===== src/rtl/interval_timer_irq_pkg.sv =====
// rtl/interval_timer_irq_pkg.sv - shared register map and field definitions
//
// Purpose: register addresses, CTRL/STATUS bit positions and the CTRL field
//          layout shared by the interval timer and its bench.
// Ports:   none (package).
package interval_timer_irq_pkg;

  localparam logic [1:0] ADDR_CTRL   = 2'd0;
  localparam logic [1:0] ADDR_RELOAD = 2'd1;
  localparam logic [1:0] ADDR_COUNT  = 2'd2;
  localparam logic [1:0] ADDR_STATUS = 2'd3;

  localparam int CTRL_RUN   = 0;
  localparam int CTRL_AUTO  = 1;
  localparam int CTRL_IE    = 2;
  localparam int STATUS_EXP = 0;

  // Field order matches the CTRL bit indices above (ie is bit 2).
  typedef struct packed {
    logic ie;
    logic auto_rl;
    logic run;
  } ctrl_t;

  // CTRL as seen on the read bus: unused bits read 0.
  function automatic logic [15:0] ctrl_to_word(ctrl_t c);
    return {13'b0, c};
  endfunction

endpackage


===== src/rtl/interval_timer_irq_if.sv =====
// rtl/interval_timer_irq_if.sv - peripheral bus and interrupt signals of the interval timer
//
// Purpose: bundles the register bus and interrupt lines between CPU and timer.
// Ports (signals):
//   en, wr_en, addr[1:0], data_in[15:0]  CPU -> timer register access
//   data_out[15:0]                       timer -> CPU read data
//   irq                                  timer -> CPU interrupt request
//   irq_ack                              CPU -> timer interrupt acknowledge
interface interval_timer_irq_if;
  logic        en;
  logic        wr_en;
  logic [1:0]  addr;
  logic [15:0] data_in;
  logic [15:0] data_out;
  logic        irq;
  logic        irq_ack;

  modport master (
    output en, wr_en, addr, data_in, irq_ack,
    input  data_out, irq
  );

  modport slave (
    input  en, wr_en, addr, data_in, irq_ack,
    output data_out, irq
  );
endinterface


===== src/rtl/interval_timer_irq_tick_prescaler.sv =====
// rtl/interval_timer_irq_tick_prescaler.sv - 24-bit prescaler producing a one-cycle tick
//
// Purpose: divides clk by PRESCALE+1 while run is high.
// Ports:
//   clk      in   clock, rising edge
//   rst      in   synchronous reset, active high
//   run      in   count enable; when low the prescaler is held at PRESCALE
//   restart  in   reload PRESCALE so the next tick is a full period away
//   tick     out  one-cycle pulse each time the prescaler passes through 0
module tick_prescaler #(
  parameter int unsigned PRESCALE = 49_999
) (
  input  logic clk,
  input  logic rst,
  input  logic run,
  input  logic restart,
  output logic tick
);

  localparam logic [23:0] PRESCALE_VAL = 24'(PRESCALE);

  logic [23:0] cnt;

  // A restart in the tick cycle discards that tick so callers see a clean
  // full period after restarting.
  assign tick = run & ~restart & (cnt == 24'd0);

  always_ff @(posedge clk) begin
    if (rst) begin
      cnt <= PRESCALE_VAL;
    end else if (!run || restart || cnt == 24'd0) begin
      cnt <= PRESCALE_VAL;
    end else begin
      cnt <= cnt - 24'd1;
    end
  end

endmodule


===== src/rtl/interval_timer_irq.sv =====
// rtl/interval_timer_irq.sv - memory-mapped interval timer with interrupt request
//
// Purpose: counts down COUNT once per prescaler tick; on expiry sets the
//          sticky EXP flag and raises irq (when IE) until acked or cleared.
// Ports:
//   clk   in     clock, rising edge
//   rst   in     synchronous reset, active high
//   bus   slave  register bus (en, wr_en, addr, data_in, data_out) and
//                interrupt lines (irq, irq_ack)
module interval_timer_irq
  import interval_timer_irq_pkg::*;
#(
  parameter int unsigned CLOCK_FREQUENCY  = 50_000_000,
  parameter int unsigned TICKS_PER_SECOND = 1000,
  parameter int unsigned PRESCALE         = CLOCK_FREQUENCY / TICKS_PER_SECOND - 1
) (
  input  logic                 clk,
  input  logic                 rst,
  interval_timer_irq_if.slave  bus
);

  ctrl_t       ctrl;
  logic [15:0] reload;
  logic [15:0] count;
  logic        exp_flag;
  logic        irq_q;

  logic  wr;
  logic  wr_ctrl;
  logic  wr_reload;
  logic  wr_count;
  logic  wr_status;
  ctrl_t ctrl_in;
  logic  restart;
  logic  tick;
  logic  expire;
  logic  exp_clear;
  logic  exp_next;

  assign wr        = bus.en & bus.wr_en;
  assign wr_ctrl   = wr & (bus.addr == ADDR_CTRL);
  assign wr_reload = wr & (bus.addr == ADDR_RELOAD);
  assign wr_count  = wr & (bus.addr == ADDR_COUNT);
  assign wr_status = wr & (bus.addr == ADDR_STATUS);
  assign ctrl_in   = ctrl_t'(bus.data_in[2:0]);

  // Prescaler restarts on a COUNT write and on the RUN 0->1 edge.
  assign restart = wr_count | (wr_ctrl & ctrl_in.run & ~ctrl.run);

  tick_prescaler #(
    .PRESCALE (PRESCALE)
  ) u_tick_prescaler (
    .clk     (clk),
    .rst     (rst),
    .run     (ctrl.run),
    .restart (restart),
    .tick    (tick)
  );

  // A COUNT write overrides the tick, so it also suppresses expiry.
  assign expire    = tick & ~wr_count & (count == 16'd1);
  assign exp_clear = bus.irq_ack | (wr_status & bus.data_in[STATUS_EXP]);
  // Set beats clear so an expiry coinciding with a clear is never lost.
  assign exp_next  = expire | (exp_flag & ~exp_clear);

  always_ff @(posedge clk) begin
    if (rst) begin
      ctrl     <= '0;
      reload   <= '0;
      count    <= '0;
      exp_flag <= 1'b0;
      irq_q    <= 1'b0;
    end else begin
      if (wr_ctrl) ctrl <= ctrl_in;
      if (wr_reload) reload <= bus.data_in;

      // Expiry uses the CTRL/RELOAD values from before any same-cycle write.
      if (wr_count) begin
        count <= bus.data_in;
      end else if (expire) begin
        count <= ctrl.auto_rl ? reload : 16'd0;
      end else if (tick && count > 16'd1) begin
        count <= count - 16'd1;
      end

      exp_flag <= exp_next;
      irq_q    <= exp_next & ctrl.ie;
    end
  end

  assign bus.irq = irq_q;

  always_comb begin
    bus.data_out = 16'd0;
    case (bus.addr)
      ADDR_CTRL:   bus.data_out = ctrl_to_word(ctrl);
      ADDR_RELOAD: bus.data_out = reload;
      ADDR_COUNT:  bus.data_out = count;
      ADDR_STATUS: bus.data_out = {15'b0, exp_flag};
      default:     bus.data_out = 16'd0;
    endcase
  end

endmodule


===== src/flat_wrapper.sv =====
// flat-port wrapper written by rule: the top's interface ports become plain ports
module interval_timer_irq_flat import interval_timer_irq_pkg::*;
#(
  parameter int unsigned CLOCK_FREQUENCY  = 50_000_000,
  parameter int unsigned TICKS_PER_SECOND = 1000,
  parameter int unsigned PRESCALE         = CLOCK_FREQUENCY / TICKS_PER_SECOND - 1
)
  (clk, rst, bus_en, bus_wr_en, bus_addr, bus_data_in, bus_irq_ack, bus_data_out, bus_irq);
  interval_timer_irq_if bus_i ();
  input  logic clk;
  input  logic rst;
  input wire logic [$bits(bus_i.en)-1:0] bus_en;
  input wire logic [$bits(bus_i.wr_en)-1:0] bus_wr_en;
  input wire logic [$bits(bus_i.addr)-1:0] bus_addr;
  input wire logic [$bits(bus_i.data_in)-1:0] bus_data_in;
  input wire logic [$bits(bus_i.irq_ack)-1:0] bus_irq_ack;
  output wire logic [$bits(bus_i.data_out)-1:0] bus_data_out;
  output wire logic [$bits(bus_i.irq)-1:0] bus_irq;
  assign bus_i.en = bus_en;
  assign bus_i.wr_en = bus_wr_en;
  assign bus_i.addr = bus_addr;
  assign bus_i.data_in = bus_data_in;
  assign bus_i.irq_ack = bus_irq_ack;
  assign bus_data_out = bus_i.data_out;
  assign bus_irq = bus_i.irq;
  interval_timer_irq #(.CLOCK_FREQUENCY(CLOCK_FREQUENCY), .TICKS_PER_SECOND(TICKS_PER_SECOND), .PRESCALE(PRESCALE)) u_core (.clk(clk), .rst(rst), .bus(bus_i));
endmodule

===== config.mk =====
export PLATFORM = sky130hd
export DESIGN_NAME = interval_timer_irq_flat
export DESIGN_NICKNAME = d
export VERILOG_FILES = /design/src/rtl/interval_timer_irq_pkg.sv /design/src/rtl/interval_timer_irq_if.sv /design/src/rtl/interval_timer_irq_tick_prescaler.sv /design/src/rtl/interval_timer_irq.sv /design/src/flat_wrapper.sv
export SDC_FILE = /design/constraint.sdc
export NUM_CORES = 1
export LEC_CHECK = 0
export CORE_MARGIN = 1
export CORE_UTILIZATION = 60
export CTS_CLUSTER_DIAMETER = 30
export CTS_CLUSTER_SIZE = 30
export DETAILED_ROUTE_END_ITERATION = 6
export PLACE_DENSITY = 0.95
export SLEW_MARGIN = 20
export SYNTH_ARGS = -nofsm -noshare
export SYNTH_HDL_FRONTEND = slang
export SYNTH_SLANG_ARGS = --single-unit

===== constraint.sdc =====
create_clock -name clk -period 3.5 [get_ports clk]
set_input_delay 0.7 -clock clk [delete_from_list [all_inputs] [get_ports clk]]
set_output_delay 0.7 -clock clk [all_outputs]
set_load 0.02 [all_outputs]

After elaboration in Yosys (flattened, before gate mapping)
Index checks and enable logic that the tools add are counted.

Input port bits: 23. Register bits after elaboration: 61.

$add $sub $neg: 2. Bitwise operators: 21. Multiplexer cells: 5. Reductions and logical operators: 8. Equality and inequality tests: 4. Magnitude comparators: 1.

Operator list (number): $mux W16 (4); $pmux W16 S4 (1); $logic_not A24 Y1 (1); $sub A24 B1 Y24 const B (1); $eq A16 B1 Y1 const B (1); $gt A16 B1 Y1 const B (1); $sub A16 B1 Y16 const B (1); $and A1 B1 Y1 (14); $eq A2 B2 Y1 const B (2); $not A1 Y1 (4); $or A1 B1 Y1 (3); $reduce_bool A3 Y1 (1); $eq A2 B1 Y1 const B (1); $logic_not A2 Y1 (1); $logic_or A1 B1 Y1 (2); $reduce_or A2 Y1 (1); $logic_and A1 B1 Y1 (1); $logic_not A1 Y1 (1).

Logic depth before layout (Yosys ltp)
Word-level depth: 12. Gate-level depth with buffers: 9. Depth with buffers taken out: 7.

Modules after synthesis
Synthesis repeated with hierarchy kept, for this count alone.

Cell total of the unflattened synthesis: 411. Area total of the unflattened synthesis: 3453.3 sq um.

By module, submodules not included: interval_timer_irq (area each 2316.0 sq um, sequential area each 740.7 sq um, cells an instance 288, times used 1); tick_prescaler (area each 1137.3 sq um, sequential area each 480.5 sq um, cells an instance 123, times used 1).

Worst setup path after synthesis
No wires, ideal clock.

Path kind: input to output. Start point: in bus_addr[1]. End point: out bus_data_out[2]. Stages on the path: 6. Setup slack: 0.923 ns. Buffers on the path: 3. Arrival time: 1.877 ns. Cell sequence: clkbuf_1 -> nor2b_1 -> clkbuf_1 -> clkbuf_1 -> nand2_1 -> o21ai_0.

Longest elaborated chain between the ends: 2.

RTL lines: from (decl) (line flat_wrapper.sv:14) `input wire logic [$bits(bus_i.addr)-1:0] bus_addr;`; $eq A2 B2 Y1, or another cell as far along (line interval_timer_irq.sv:95) `case (bus.addr)`; $pmux W16 S4 * (line interval_timer_irq.sv:95); to (decl) (line flat_wrapper.sv:17) `output wire logic [$bits(bus_i.data_out)-1:0] bus_data_out;`.

Mark *: on every way between the ends. The rest lies on a longest branch, timed or not.

Worst setup path in the final report
Start point: in bus_addr[1]. End point: out bus_data_out[4].

The elaborated chain is that of the path after synthesis.

==> metrics.md <==
| Metric | Value |
|---|---|
| Post-Syn Area per Cell | `8.11 µm²` |
| Port bufs | `39` |
| Diode count | `0` |
| FF+latch area | `between 1000 and 1500 µm²` |
| Worst setup path class | `input pin to output pin` |
| Routed vias/inst | `6.21` |
| Clock Tree Buf Depth | `2` |
| Clock slew at reported path FFs | `approximately 0.07 ns` |
| Initial antenna violation count | `0` |
| Nature of the critical path endpoint | `output pin` |
| Sink Count | `61` |
| Final Net Count | `475` |
| Hold endpoint | `u_core.u_tick_prescaler.cnt[0]` |
| Via count | `3246` |
| Worst Hold Class | `flop to flop` |
| Core Rows | `26` |
| Worst Tran Pin Value | `1.03 ns` |
| Worst reg2reg path depth | `6` |
| Worst endpoint data arrival time | `2.47 ns` |
| Final Setup Violations | `0` |
| Setup Buffers After CTS | `0` |
| Tot Pwr | `around 1.5 mW` |
| Mapped Cells | `between 400 and 500` |
| CP max FO | `11` |
| Final hold viol count | `0` |
| Cell Area, Synth | `3330 µm²` |
| Worst hold start | `u_core.u_tick_prescaler.cnt[0]` |
| Full die area | `roughly 5900 µm²` |
| Area grow syn2layout | `19.0%` |
| Post-route clock period utilization | `slightly above 90%` |
| Layout cells sized above 1 | `9.27%` |
| Reg2reg setup slack | `~0.86 ns` |
| Hpwl dp | `approximately 6000 µm` |
| Maximum vdd drop | `0.420 mV` |
| DRC violations left | `0` |
| Pre-CTS setup slack | `0.342 ns` |
| Largest net degree at the start of global routing | `17` |
| CTS Hold Bufs | `0` |
| Max Clock Skew | `about 0.0066 ns` |
| Leakage power | `approximately 1.4 nW` |
| Grt total ovfl | `0` |
| Total CTS buffers | `9` |
| Root buffer cell | `clkbuf_8` |
| Initial Util | `between 60% and 70%` |
| Crit path launch type | `input pin` |
| Yosys cell types | `52` |
| Worst endpoint required time | `approximately 2.8 ns` |
| Relative slew margins | `between 30% and 40%` |
| Core region area | `between 5000 and 6000 µm²` |
| Mapped Nets | `438` |
| Pwr/cell area | `~370 nW/µm²` |
| Fmax | `between 300 and 400 MHz` |
| Max_cap viols | `0` |
| Final Worst Setup Slack | `roughly 0.33 ns` |
| Drt total wl | `8710 µm` |
| First-pass GRT wire length | `around 14000 µm` |
| Setup TNS Final | `0 ns` |
| Ys Warns | `0` |
| Worst-skew pair later-pin latency | `about 0.35 ns` |
| # IOs | `40` |
| CTS tree | `yes` |
| Final-report max-slew violation count | `0` |
| GPL Wtd Cong | `slightly above 0.9` |
| FF+latch count, synth | `61` |
| Vias in the first global route | `3081` |
| Post-synthesis sequential area ratio | `a little over a third` |
| DRT antenna net count | `0` |
| Status | `completed` |
| DRT iter0 DRCs | `between 300 and 400` |
| Fillcell total | `~370` |
| TritonRoute pass-1 iters | `5` |
| PostCTS Resize Cnt | `0` |
| Worst reg2reg path endpoint | `u_core.count[10]` |
| FFs w/ async S/R, synth | `0%` |
| Multi-input logic area | `between 1500 and 2000 µm²` |
| Post-synth EDFFs | `0` |
| Mean routed wirelength per cell | `16.7 µm` |
| All-Layer GR Usage | `31.1%` |
| Die W | `between 70 and 80 µm` |
| Final min period | `3.17 ns` |
| Hold depth | `1` |
| Die height | `76.6 µm` |
| Unrepaired setup endpoints after global routing | `no` |
| CTS HTree Levels | `3` |
| Most used DFF post-synth | `dfxtp_1` |
| FF-to-FF Start | `u_core.u_tick_prescaler.cnt[14]` |
kinds of logic after synthesis:
logic type / share of synthesized area, %
AOI/OAI and AO/OA: 16.7
xor gates and xnor gates: 8.40
DFF: 36.6
buffers and inverters: 4.43
adders and majority gates: 1.50
muxes: 3.11
and+or+nand+nor: 29.2
state kept, by name, summed over array words and instances (netlist names):
register	flops
u_core.u_tick_prescaler.cnt	24
u_core.count	16
u_core.reload	16
u_core.ctrl	3
u_core.bus.irq	1
u_core.exp_flag	1
cell usage after synthesis (all sizes together) (2+ instances only):
library cell	count	area [µm²]
nand2	56	213
nor2b	3	18.8
and3	5	31.3
clkbuf	20	75.1
xor2	10	87.6
nand4b	3	26.3
o211ai	2	15.0
mux2i	7	70.1
o21ai	8	40.0
nor2	58	218
nor4b	3	41.3
ha	4	50.1
a31oi	5	31.3
buf	7	50.1
a211oi	2	25.0
nand4	7	43.8
inv	6	22.5
o31ai	9	67.6
xnor2	22	193
a21oi	27	135
o221a	7	78.8
and4	2	17.5
nor4	10	83.8
or4	4	33.8
or3	4	25.0
a22o	13	114
nor3	12	60.1
dfxtp	61	1220
nor3b	5	37.5
nand3	12	60.1
and2	5	31.3
where the power goes:
| part | switching (mW) | internal, mW | leakage, nW | total (mW) |
|---|---|---|---|---|
| logic | 0.0952 | 0.0907 | 0.847 | 0.186 |
| clock network | 0.311 | 0.258 | 0.0856 | 0.569 |
| registers | 0.0167 | 0.704 | 0.493 | 0.721 |
worst max path at each step:
stage / from / endpoint / slack (ns) / depth (start not counted)
floorplan: bus_addr[1] / bus_data_out[2] / 0.92 / 6
global placement: bus_addr[1] / bus_data_out[8] / 0.41 / 5
detailed placement: bus_addr[1] / bus_data_out[4] / 0.34 / 5
CTS: bus_addr[1] / bus_data_out[4] / 0.34 / 5
global route: bus_addr[1] / bus_data_out[13] / 0.27 / 5
finish: bus_addr[1] / bus_data_out[4] / 0.33 / 5
worst max-delay path, stage by stage:
cell,delay [ns]
clkdlybuf4s50_1,0.46
nor2b_1,0.30
buf_4,0.26
a22o_1,0.15
clkdlybuf4s50_1,0.60
through the flow:
step                cell area [µm²]  hold slack [ns]  cells  utilization (%)
floorplan                      3330            0.391    411                -
global placement               3790            0.407    507             72.4
detailed placement             3790            0.419    507             72.4
CTS                            3970            0.440    523             75.8
global route                   3970            0.470    523             75.8
finish                         3970            0.441    523             75.8
final cells by class:
class	instances	area share, %
Clock buffer	9	3.12
Multi-Input combinational cell	317	49.5
Tap cell	70	2.21
Sequential cell	61	30.8
Timing Repair Buffer	53	12.5
Inverter	6	0.568
Clock inverter	7	1.29
layer usage:
metal	GRT usage [%]	routed length, µm	vias up
met1	37.1	3510	1514
met4	14.6	250	0
li1	-	-	1536
met3	8.26	670	29
met5	0	0	-
met2	52.0	4280	167
placed cells by master (no fill, tap or decap), types with 7 or more instances in the layout:
cell             Yosys  routed
dfxtp_1             61      61
nor2_1              58      58
nand2_1             55      55
clkdlybuf4s50_1      0      39
a21oi_1             27      27
xnor2_1             22      22
buf_4                1      14
a22o_1              13      13
nor3_1              12      12
nand3_1             12      12
xor2_1              10      10
o31ai_1              9       9
clkbuf_8             0       9
o21ai_0              8       8
nor4_1               8       8
mux2i_1              7       7
nand4_1              7       7
Note: power is estimated with default switching activity, not from simulation.
